**src/rtl/vdp_port_ctrl_if.sv**
```systemverilog
// rtl/vdp_port_ctrl_if.sv - VRAM access bus between the VDP port controller and VRAM
interface vdp_port_ctrl_if #(
   parameter int ADDR_W = 14
);
   logic [ADDR_W-1:0] vram_addr;
   logic [7:0]        vram_wrdata;
   logic              vram_wren;
   logic              vram_rden;
   logic              vram_rdack;
   logic [7:0]        vram_rddata;

   modport master (
      output vram_addr, vram_wrdata, vram_wren, vram_rden,
      input  vram_rdack, vram_rddata
   );

   modport slave (
      input  vram_addr, vram_wrdata, vram_wren, vram_rden,
      output vram_rdack, vram_rddata
   );
endinterface

```
**src/rtl/vdp_port_ctrl.sv**
```systemverilog
// rtl/vdp_port_ctrl.sv - VDP CPU port front end: ctrl/data decode, address pointer,
// read-ahead fetch, register/palette writes and sticky status/irq aggregation.
module vdp_port_ctrl #(
   parameter int ADDR_W = 14,
   parameter int REG_AW = 4,
   parameter int PAL_AW = 5,
   parameter int NIRQ   = 2,
   parameter int NFLAG  = 2,
   parameter int INC    = 1
) (
   input  logic              clk,
   input  logic              reset,
   input  logic              io_portsel,
   input  logic [7:0]        io_wrdata,
   input  logic              io_wren,
   input  logic              io_rddone,
   output logic [7:0]        io_rddata,
   vdp_port_ctrl_if.master   vram,
   output logic [PAL_AW-1:0] pal_addr,
   output logic [7:0]        pal_wrdata,
   output logic              pal_wren,
   output logic [REG_AW-1:0] reg_idx,
   output logic [7:0]        reg_data,
   output logic              reg_wr,
   input  logic [NIRQ-1:0]   irq_set,
   input  logic [NIRQ-1:0]   irq_en,
   input  logic [NFLAG-1:0]  flag_set,
   output logic              irq,
   output logic              fetch_busy
);
   typedef enum logic [1:0] {S_IDLE, S_REQ, S_WAIT} state_t;

   localparam logic [ADDR_W-1:0] ADDR_INC = ADDR_W'(INC);

   state_t            state;
   logic [ADDR_W-1:0] addr;
   logic [1:0]        code;
   logic              toggle;
   logic              queued;
   logic [7:0]        rbuf;
   logic [NIRQ-1:0]   pending;
   logic [NFLAG-1:0]  flags;
   logic [7:0]        status;

   logic ctrl_wr, data_wr, ctrl_rd, data_rd, fetch_req;

   assign ctrl_wr   = io_wren & io_portsel;
   assign data_wr   = io_wren & ~io_portsel;
   assign ctrl_rd   = io_rddone & io_portsel;
   assign data_rd   = io_rddone & ~io_portsel;
   assign fetch_req = data_rd | (ctrl_wr & toggle & (io_wrdata[7:6] == 2'd0));

   // CPU writes own the VRAM port; a pending REQ simply waits a cycle.
   assign vram.vram_wren   = data_wr & (code != 2'd3) & reset;
   assign vram.vram_rden   = (state == S_REQ) & ~vram.vram_wren;
   assign vram.vram_addr   = addr;
   assign vram.vram_wrdata = io_wrdata;

   assign pal_wren   = data_wr & (code == 2'd3) & reset;
   assign pal_addr   = addr[PAL_AW-1:0];
   assign pal_wrdata = io_wrdata;

   always_comb begin
      status = '0;
      status[7 -: NIRQ+NFLAG] = {pending, flags};
   end

   assign io_rddata  = io_portsel ? status : rbuf;
   assign irq        = |(pending & irq_en);
   assign fetch_busy = (state != S_IDLE) | queued;

   always_ff @(posedge clk) begin
      if (!reset) begin
         state    <= S_IDLE;
         addr     <= '0;
         code     <= '0;
         toggle   <= 1'b0;
         queued   <= 1'b0;
         rbuf     <= '0;
         pending  <= '0;
         flags    <= '0;
         reg_idx  <= '0;
         reg_data <= '0;
         reg_wr   <= 1'b0;
      end else begin
         reg_wr <= 1'b0;

         if (ctrl_wr) begin
            if (!toggle) begin
               addr[7:0] <= io_wrdata;
               toggle    <= 1'b1;
            end else begin
               code             <= io_wrdata[7:6];
               addr[ADDR_W-1:8] <= io_wrdata[ADDR_W-9:0];
               toggle           <= 1'b0;
               if (io_wrdata[7:6] == 2'd2) begin
                  reg_idx  <= io_wrdata[REG_AW-1:0];
                  reg_data <= addr[7:0];
                  reg_wr   <= 1'b1;
               end
            end
         end

         if (data_wr | data_rd) begin
            addr   <= addr + ADDR_INC;
            toggle <= 1'b0;
         end
         if (data_wr)
            rbuf <= io_wrdata;
         if (ctrl_rd)
            toggle <= 1'b0;

         // Set pulses win over a coincident status read clear.
         pending <= (ctrl_rd ? '0 : pending) | irq_set;
         flags   <= (ctrl_rd ? '0 : flags) | flag_set;

         case (state)
            S_IDLE: begin
               if (queued)
                  state <= S_REQ;
               queued <= fetch_req;
            end
            S_REQ: begin
               if (!vram.vram_wren)
                  state <= S_WAIT;
               if (fetch_req)
                  queued <= 1'b1;
            end
            S_WAIT: begin
               if (vram.vram_rdack) begin
                  rbuf  <= vram.vram_rddata;
                  state <= S_IDLE;
               end
               if (fetch_req)
                  queued <= 1'b1;
            end
            default: state <= S_IDLE;
         endcase
      end
   end

   assert property (@(posedge clk) disable iff (!reset) !(io_wren && io_rddone));

endmodule
```
**src/flat_wrapper.sv**
```systemverilog
// flat-port wrapper written by rule: the top's interface ports become plain ports
module vdp_port_ctrl_flat 
#(
   parameter int ADDR_W = 14,
   parameter int REG_AW = 4,
   parameter int PAL_AW = 5,
   parameter int NIRQ   = 2,
   parameter int NFLAG  = 2,
   parameter int INC    = 1
)
  (clk, reset, io_portsel, io_wrdata, io_wren, io_rddone, io_rddata, pal_addr, pal_wrdata, pal_wren, reg_idx, reg_data, reg_wr, irq_set, irq_en, flag_set, irq, fetch_busy, vram_vram_addr, vram_vram_wrdata, vram_vram_wren, vram_vram_rden, vram_vram_rdack, vram_vram_rddata);
  vdp_port_ctrl_if #(.ADDR_W(ADDR_W)) vram_i ();
  input  logic clk;
  input  logic reset;
  input  logic io_portsel;
  input  logic [7:0] io_wrdata;
  input  logic io_wren;
  input  logic io_rddone;
  output logic [7:0] io_rddata;
  output logic [PAL_AW-1:0] pal_addr;
  output logic [7:0] pal_wrdata;
  output logic pal_wren;
  output logic [REG_AW-1:0] reg_idx;
  output logic [7:0] reg_data;
  output logic reg_wr;
  input  logic [NIRQ-1:0] irq_set;
  input  logic [NIRQ-1:0] irq_en;
  input  logic [NFLAG-1:0] flag_set;
  output logic irq;
  output logic fetch_busy;
  output wire logic [$bits(vram_i.vram_addr)-1:0] vram_vram_addr;
  output wire logic [$bits(vram_i.vram_wrdata)-1:0] vram_vram_wrdata;
  output wire logic [$bits(vram_i.vram_wren)-1:0] vram_vram_wren;
  output wire logic [$bits(vram_i.vram_rden)-1:0] vram_vram_rden;
  input wire logic [$bits(vram_i.vram_rdack)-1:0] vram_vram_rdack;
  input wire logic [$bits(vram_i.vram_rddata)-1:0] vram_vram_rddata;
  assign vram_vram_addr = vram_i.vram_addr;
  assign vram_vram_wrdata = vram_i.vram_wrdata;
  assign vram_vram_wren = vram_i.vram_wren;
  assign vram_vram_rden = vram_i.vram_rden;
  assign vram_i.vram_rdack = vram_vram_rdack;
  assign vram_i.vram_rddata = vram_vram_rddata;
  vdp_port_ctrl #(.ADDR_W(ADDR_W), .REG_AW(REG_AW), .PAL_AW(PAL_AW), .NIRQ(NIRQ), .NFLAG(NFLAG), .INC(INC)) u_core (.clk(clk), .reset(reset), .io_portsel(io_portsel), .io_wrdata(io_wrdata), .io_wren(io_wren), .io_rddone(io_rddone), .io_rddata(io_rddata), .vram(vram_i), .pal_addr(pal_addr), .pal_wrdata(pal_wrdata), .pal_wren(pal_wren), .reg_idx(reg_idx), .reg_data(reg_data), .reg_wr(reg_wr), .irq_set(irq_set), .irq_en(irq_en), .flag_set(flag_set), .irq(irq), .fetch_busy(fetch_busy));
endmodule
```
**config.mk**
```make
export PLATFORM = sky130hd
export DESIGN_NAME = vdp_port_ctrl_flat
export DESIGN_NICKNAME = d
export VERILOG_FILES = /design/src/rtl/vdp_port_ctrl_if.sv /design/src/rtl/vdp_port_ctrl.sv /design/src/flat_wrapper.sv
export SDC_FILE = /design/constraint.sdc
export NUM_CORES = 1
export LEC_CHECK = 0
export ABC_AREA = 1
export BUFFER_PORTS_ARGS = -buffer_cell sky130_fd_sc_hd__buf_2
export CELL_PAD_IN_SITES_DETAIL_PLACEMENT = 2
export CELL_PAD_IN_SITES_GLOBAL_PLACEMENT = 2
export CORE_UTILIZATION = 26
export DETAILED_ROUTE_END_ITERATION = 7
export PLACE_DENSITY = 0.86
export REMOVE_ABC_BUFFERS = 1
export SLEW_MARGIN = 20
export SYNTH_ARGS = -nofsm -noshare
export SYNTH_HDL_FRONTEND = slang
export SYNTH_SLANG_ARGS = --single-unit
```
**constraint.sdc**
```tcl
create_clock -name clk -period 1.6 [get_ports clk]
set_input_delay 0.32 -clock clk [delete_from_list [all_inputs] [get_ports clk]]
set_output_delay 0.32 -clock clk [all_outputs]
set_load 0.03 [all_outputs]
```
## After elaboration in Yosys (flattened, before gate mapping)

Cells that the tools add are included.

| storage, ports and cells | value |
|---|---|
| flip-flop bits (word level) | 45 |
| bits of input ports | 28 |
| logic and storage cells | 77 |

| operators by class | value |
|---|---|
| add/sub/neg operators | 1 |
| equality and inequality tests | 10 |
| muxes and demuxes | 18 |
| bitwise gates (word level) | 20 |
| reductions and logical operators | 16 |

Operators by type and width:

| cell | number |
|---|---|
| $mux 8 | 5 |
| $mux 14 | 2 |
| $add 14x1->14 const B | 1 |
| $and 1x1->1 | 11 |
| $mux 2 | 5 |
| $reduce_and 3->1 | 3 |
| $ne 2x2->1 const B | 4 |
| $reduce_and 2->1 | 4 |
| $reduce_bool 2->1 | 4 |
| $eq 2x2->1 const B | 3 |
| $mux 6 | 1 |
| $pmux 2 s3 | 1 |
| $logic_not 2->1 | 2 |
| $ne 2x1->1 const B | 2 |
| $or 2x2->2 | 2 |
| $reduce_or 2->1 | 2 |
| $mux 1 | 3 |
| $not 1->1 | 3 |
| $or 1x1->1 | 3 |
| $reduce_or 3->1 | 1 |
| $and 2x2->2 | 1 |
| $eq 2x1->1 const B | 1 |
| $pmux 1 s2 | 1 |

## Depth between registers and ports, before layout

| depth | value |
|---|---|
| depth after elaboration | 6 |
| mapped depth | 10 |
| gate-level depth less buffers | 10 |

## Worst setup path before layout

OpenSTA, ideal clock, no wires.

| path | value |
|---|---|
| kind | in2out |
| start | input port reset |
| end | output port pal_wren |
| arrival time | 1455 ps |
| required time | 1280 ps |
| slack | -175 ps |
| stages | 3 |
| buffers on the path | 1 |
| cell sequence | clkinv_1 clkbuf_1 nor3_1 |

| between the ends | value |
|---|---|
| word-level cells in the longest chain between the ends | 1 |

RTL lines:

| item | line | source |
|---|---|---|
| start, declared | flat_wrapper.sv:14 | `input logic reset;` |
| $and 1x1->1 | vdp_port_ctrl.sv:59 | `assign pal_wren = data_wr & (code == 2'd3) & reset;` |
| end, declared | flat_wrapper.sv:22 | `output logic pal_wren;` |

Every way passes these cells.

## Worst setup path after layout

| path | value |
|---|---|
| start | register u_core.state[0] |
| end | output port fetch_busy |

| between the ends | value |
|---|---|
| word-level cells in the longest chain between the ends | 2 |

RTL lines:

| item | line | source |
|---|---|---|
| start, declared | vdp_port_ctrl.sv:35 | `state_t state;` |
| start signal, assigned | vdp_port_ctrl.sv:74 | `state <= S_IDLE;` |
| start signal, assigned | vdp_port_ctrl.sv:120 | `state <= S_REQ;` |
| start signal, assigned | vdp_port_ctrl.sv:125 | `state <= S_WAIT;` |
| $reduce_bool 2->1 | vdp_port_ctrl.sv:70 | `assign fetch_busy = (state != S_IDLE) \| queued;` |
| $or 1x1->1 | vdp_port_ctrl.sv:70 |  |
| end, declared | flat_wrapper.sv:30 | `output logic fetch_busy;` |

Every way passes these cells.

==> flow_metrics.py <==
metrics = {
    "status": {
        "status": "finished with violations",
        "violations": "setup timing",
    },
    "synth": {
        "synth_top_cell_by_area": "dfxtp_1",
        "synth_area_um2": 2550,
        "synth.avg_cell_area_um2": 6.63,
        "synth_edf_count": 0,
        "yosysWarnings": 0,
        "yosysTopAreaCellShare_pct": 35.3,
        "synth_flop_cell": "dfxtp_1",
        "async_flop_share_pct": 0,
        "synth_common_cells": "nand2_1, inv_1, nor2_1, dfxtp_1, o21ai_0",
        "synth_most_common_cell": "nand2_1",
        "ys_types": 34,
        "ys_seq_elements": 45,
        "synth-seq-area-share_pct": 35.3,
        "synth_area_leaders": "dfxtp_1, nand2_1, inv_1",
        "syn_inst": 385,
    },
    "clocking": {
        "root_buffer": "clkbuf_8",
        "cts_tree": "done",
        "clk_pin_slew_ns": 0.10,
        "numCtsBuffers": 5,
        "clk_latency_ns": 0.31,
        "htreeDepth": 2,
        "clock_path_buffers": 2,
        "postCtsHoldBufs": 0,
        "cts_sinks": 45,
    },
    "grt": {
        "grt-ovfl-total": 0,
        "grt_pass1_wl_um": 16000,
        "grt_pass1_vias": 3059,
        "grt_max_degree": 24,
        "antenna_found_initial": 0,
        "grt_use_total_pct": 20.4,
    },
    "floorplanning": {
        "fp.dieArea_um2": 10200,
        "start_util_pct": 27.2,
        "coreArea_um2": 9370,
        "rows": 35,
        "die_w_um": 101,
        "die_h_um": 101,
        "io_pins": 89,
    },
    "critical_path": {
        "critPathMaxFanout": 2,
        "cp.required_ns": 1.28,
        "crit_chain": "inv_4 > ha_4 > inv_2 > or2_4 > buf_6",
        "slowest_stage": "dfxtp_4",
        "cp-start-kind": "flip-flop",
        "worstSetupEndpointType": "output pin",
        "slowest_delay_ns": 0.38,
        "path_class": "reg -> out",
        "worst_ep_arrival_time_ns": 1.31,
    },
    "routing": {
        "wl_per_cell_um": 17.4,
        "viasPerCell": 4.80,
        "wl_um": 10500,
        "initialDrtViolationCount": 117,
        "firstDrtPassIters": 4,
        "ant_nets": 0,
        "vias": 2882,
        "drc": 0,
    },
    "timing": {
        "setup_ws_ns": -0.0337,
        "whs_ns": 0.218,
        "grt_setup_unrepaired": "true",
        "finalCritPeriodShare_pct": 102,
        "hold_viol": 0,
        "worst_clock_skew_ns": 0.0131,
        "relSlewSlack_pct": 70.8,
        "final_max_slew_viol_count": 0,
        "setup_viol": 3,
        "worstMarginPinSlew_ns": 0.438,
        "period_minus_slack_ns": 1.63,
        "fmax_mhz": 612,
    },
    "power": {
        "irDropWorstVdd_mv": 0.958,
        "power.leakage_uw": 0.00161,
        "powerDensity_nw_per_um2": 1050,
        "power.total_uw": 3490,
    },
    "placed_design": {
        "place_ws_ns": -0.0134,
        "port_buffers": 88,
        "gp_congestion": 0.776,
        "hpwl_um": 7120,
        "place_inst": 587,
    },
    "cells_and_area": {
        "nets": 502,
        "final_core_util_pct": 35.4,
        "area_delta_synth_final_pct": 30.2,
        "antennaDiodeCount": 0,
        "stdcell_count": 600,
        "drive_gt1_share_pct": 32.5,
    },
    "job": {
        "max_cap_violations": 0,
    },
    "min_path": {
        "min_path_type": "in -> reg",
    },
}
## metal layers
| layer | routed length, um | vias up | GRT usage (%) |
|---|---|---|---|
| met4 | 390 | 0 | 6.47 |
| met3 | 355 | 24 | 3.33 |
| met1 | 4400 | 1405 | 24.2 |
| met2 | 5320 | 83 | 37.3 |
| li1 | - | 1370 | - |
| met5 | 0 | - | 0 |
## cell type report
type / instances / area (um2)
clock buffer: 5 / 68.8
clock inverter: 3 / 46.3
fill: 1171 / 6050
inverter: 58 / 223
multi-input combinational: 251 / 1280
sequential: 45 / 911
tap: 129 / 161
timing repair buffer: 109 / 629
## power by group
group	leakage [uW]	internal (uW)	switching [uW]
Clock	0.0000543	468	446
Sequential	0.000370	1220	85.8
Combinational	0.00119	482	794
Total	0.00161	2170	1330
## worst paths after layout
check,from,endpoint,slack [ns],depth (start not counted)
worst max-delay path,u_core.state[0],fetch_busy,-0.03,5
worst min-delay path,irq_set[0],u_core.pending[0],0.22,3
worst max register to register,u_core.state[0],u_core.rbuf[2],0.08,9
worst min register to register,u_core.reg_data[6],u_core.reg_data[6],0.45,2
## cell families after synthesis
family	count (synthesis)	share of synthesized area (%)
AOI/OAI and AO/OA	80	17.6
adders and majority gates	4	1.96
buffers and inverters	89	16.8
DFF	45	35.3
and+or+nand+nor	167	28.4
## layout by cell type (no fill, tap or decap), types with 2 or more instances in the layout
cell type / synthesis / routed
o21ai_0: 35 / 34
buf_2: 3 / 85
nand2_2: 1 / 2
nor2_1: 50 / 48
nor3_1: 2 / 2
nor2_4: 2 / 4
nand3_1: 24 / 24
ha_1: 4 / 2
a31oi_1: 2 / 2
nand3b_1: 2 / 2
dfxtp_2: 0 / 5
a21oi_1: 30 / 30
dfxtp_1: 45 / 39
o21ai_1: 2 / 3
inv_2: 7 / 8
nand4_1: 4 / 4
ha_4: 0 / 2
buf_6: 1 / 3
inv_1: 50 / 47
clkbuf_8: 0 / 5
a21oi_2: 4 / 4
buf_4: 22 / 20
inv_4: 0 / 2
nand2_1: 76 / 75
## through the flow
step,setup TNS (ns),instance area [um2]
finish,-0.0658,3320
CTS,-0.00541,3270
floorplan,-2.26,2340
global route,-0.176,3320
global placement,0,3080
detailed placement,-0.0169,3080
## worst max-delay path, delay by kind of cell, from the launching register on
family / cells / cell delay (ns)
buffers and inverters: 3 / 0.25
DFF: 1 / 0.38
adders and majority gates: 1 / 0.14
and+or+nand+nor: 1 / 0.23
## state kept, by name (all words and copies together) (netlist names)
register / cells
u_core.reg_wr: 1
u_core.vram.vram_addr: 14
u_core.state: 2
u_core.toggle: 1
u_core.rbuf: 8
u_core.reg_idx: 4
u_core.queued: 1
u_core.flags: 2
u_core.reg_data: 8
u_core.code: 2
u_core.pending: 2
## what timing repair did
item                       CTS  global route
resized for setup           17            15
setup buffers                3             2
pin swaps                    2             3
hold endpoints to repair     0             0
cloned                       0             0
setup endpoints to repair    2            22
Note: power is estimated with default switching activity, not from simulation.
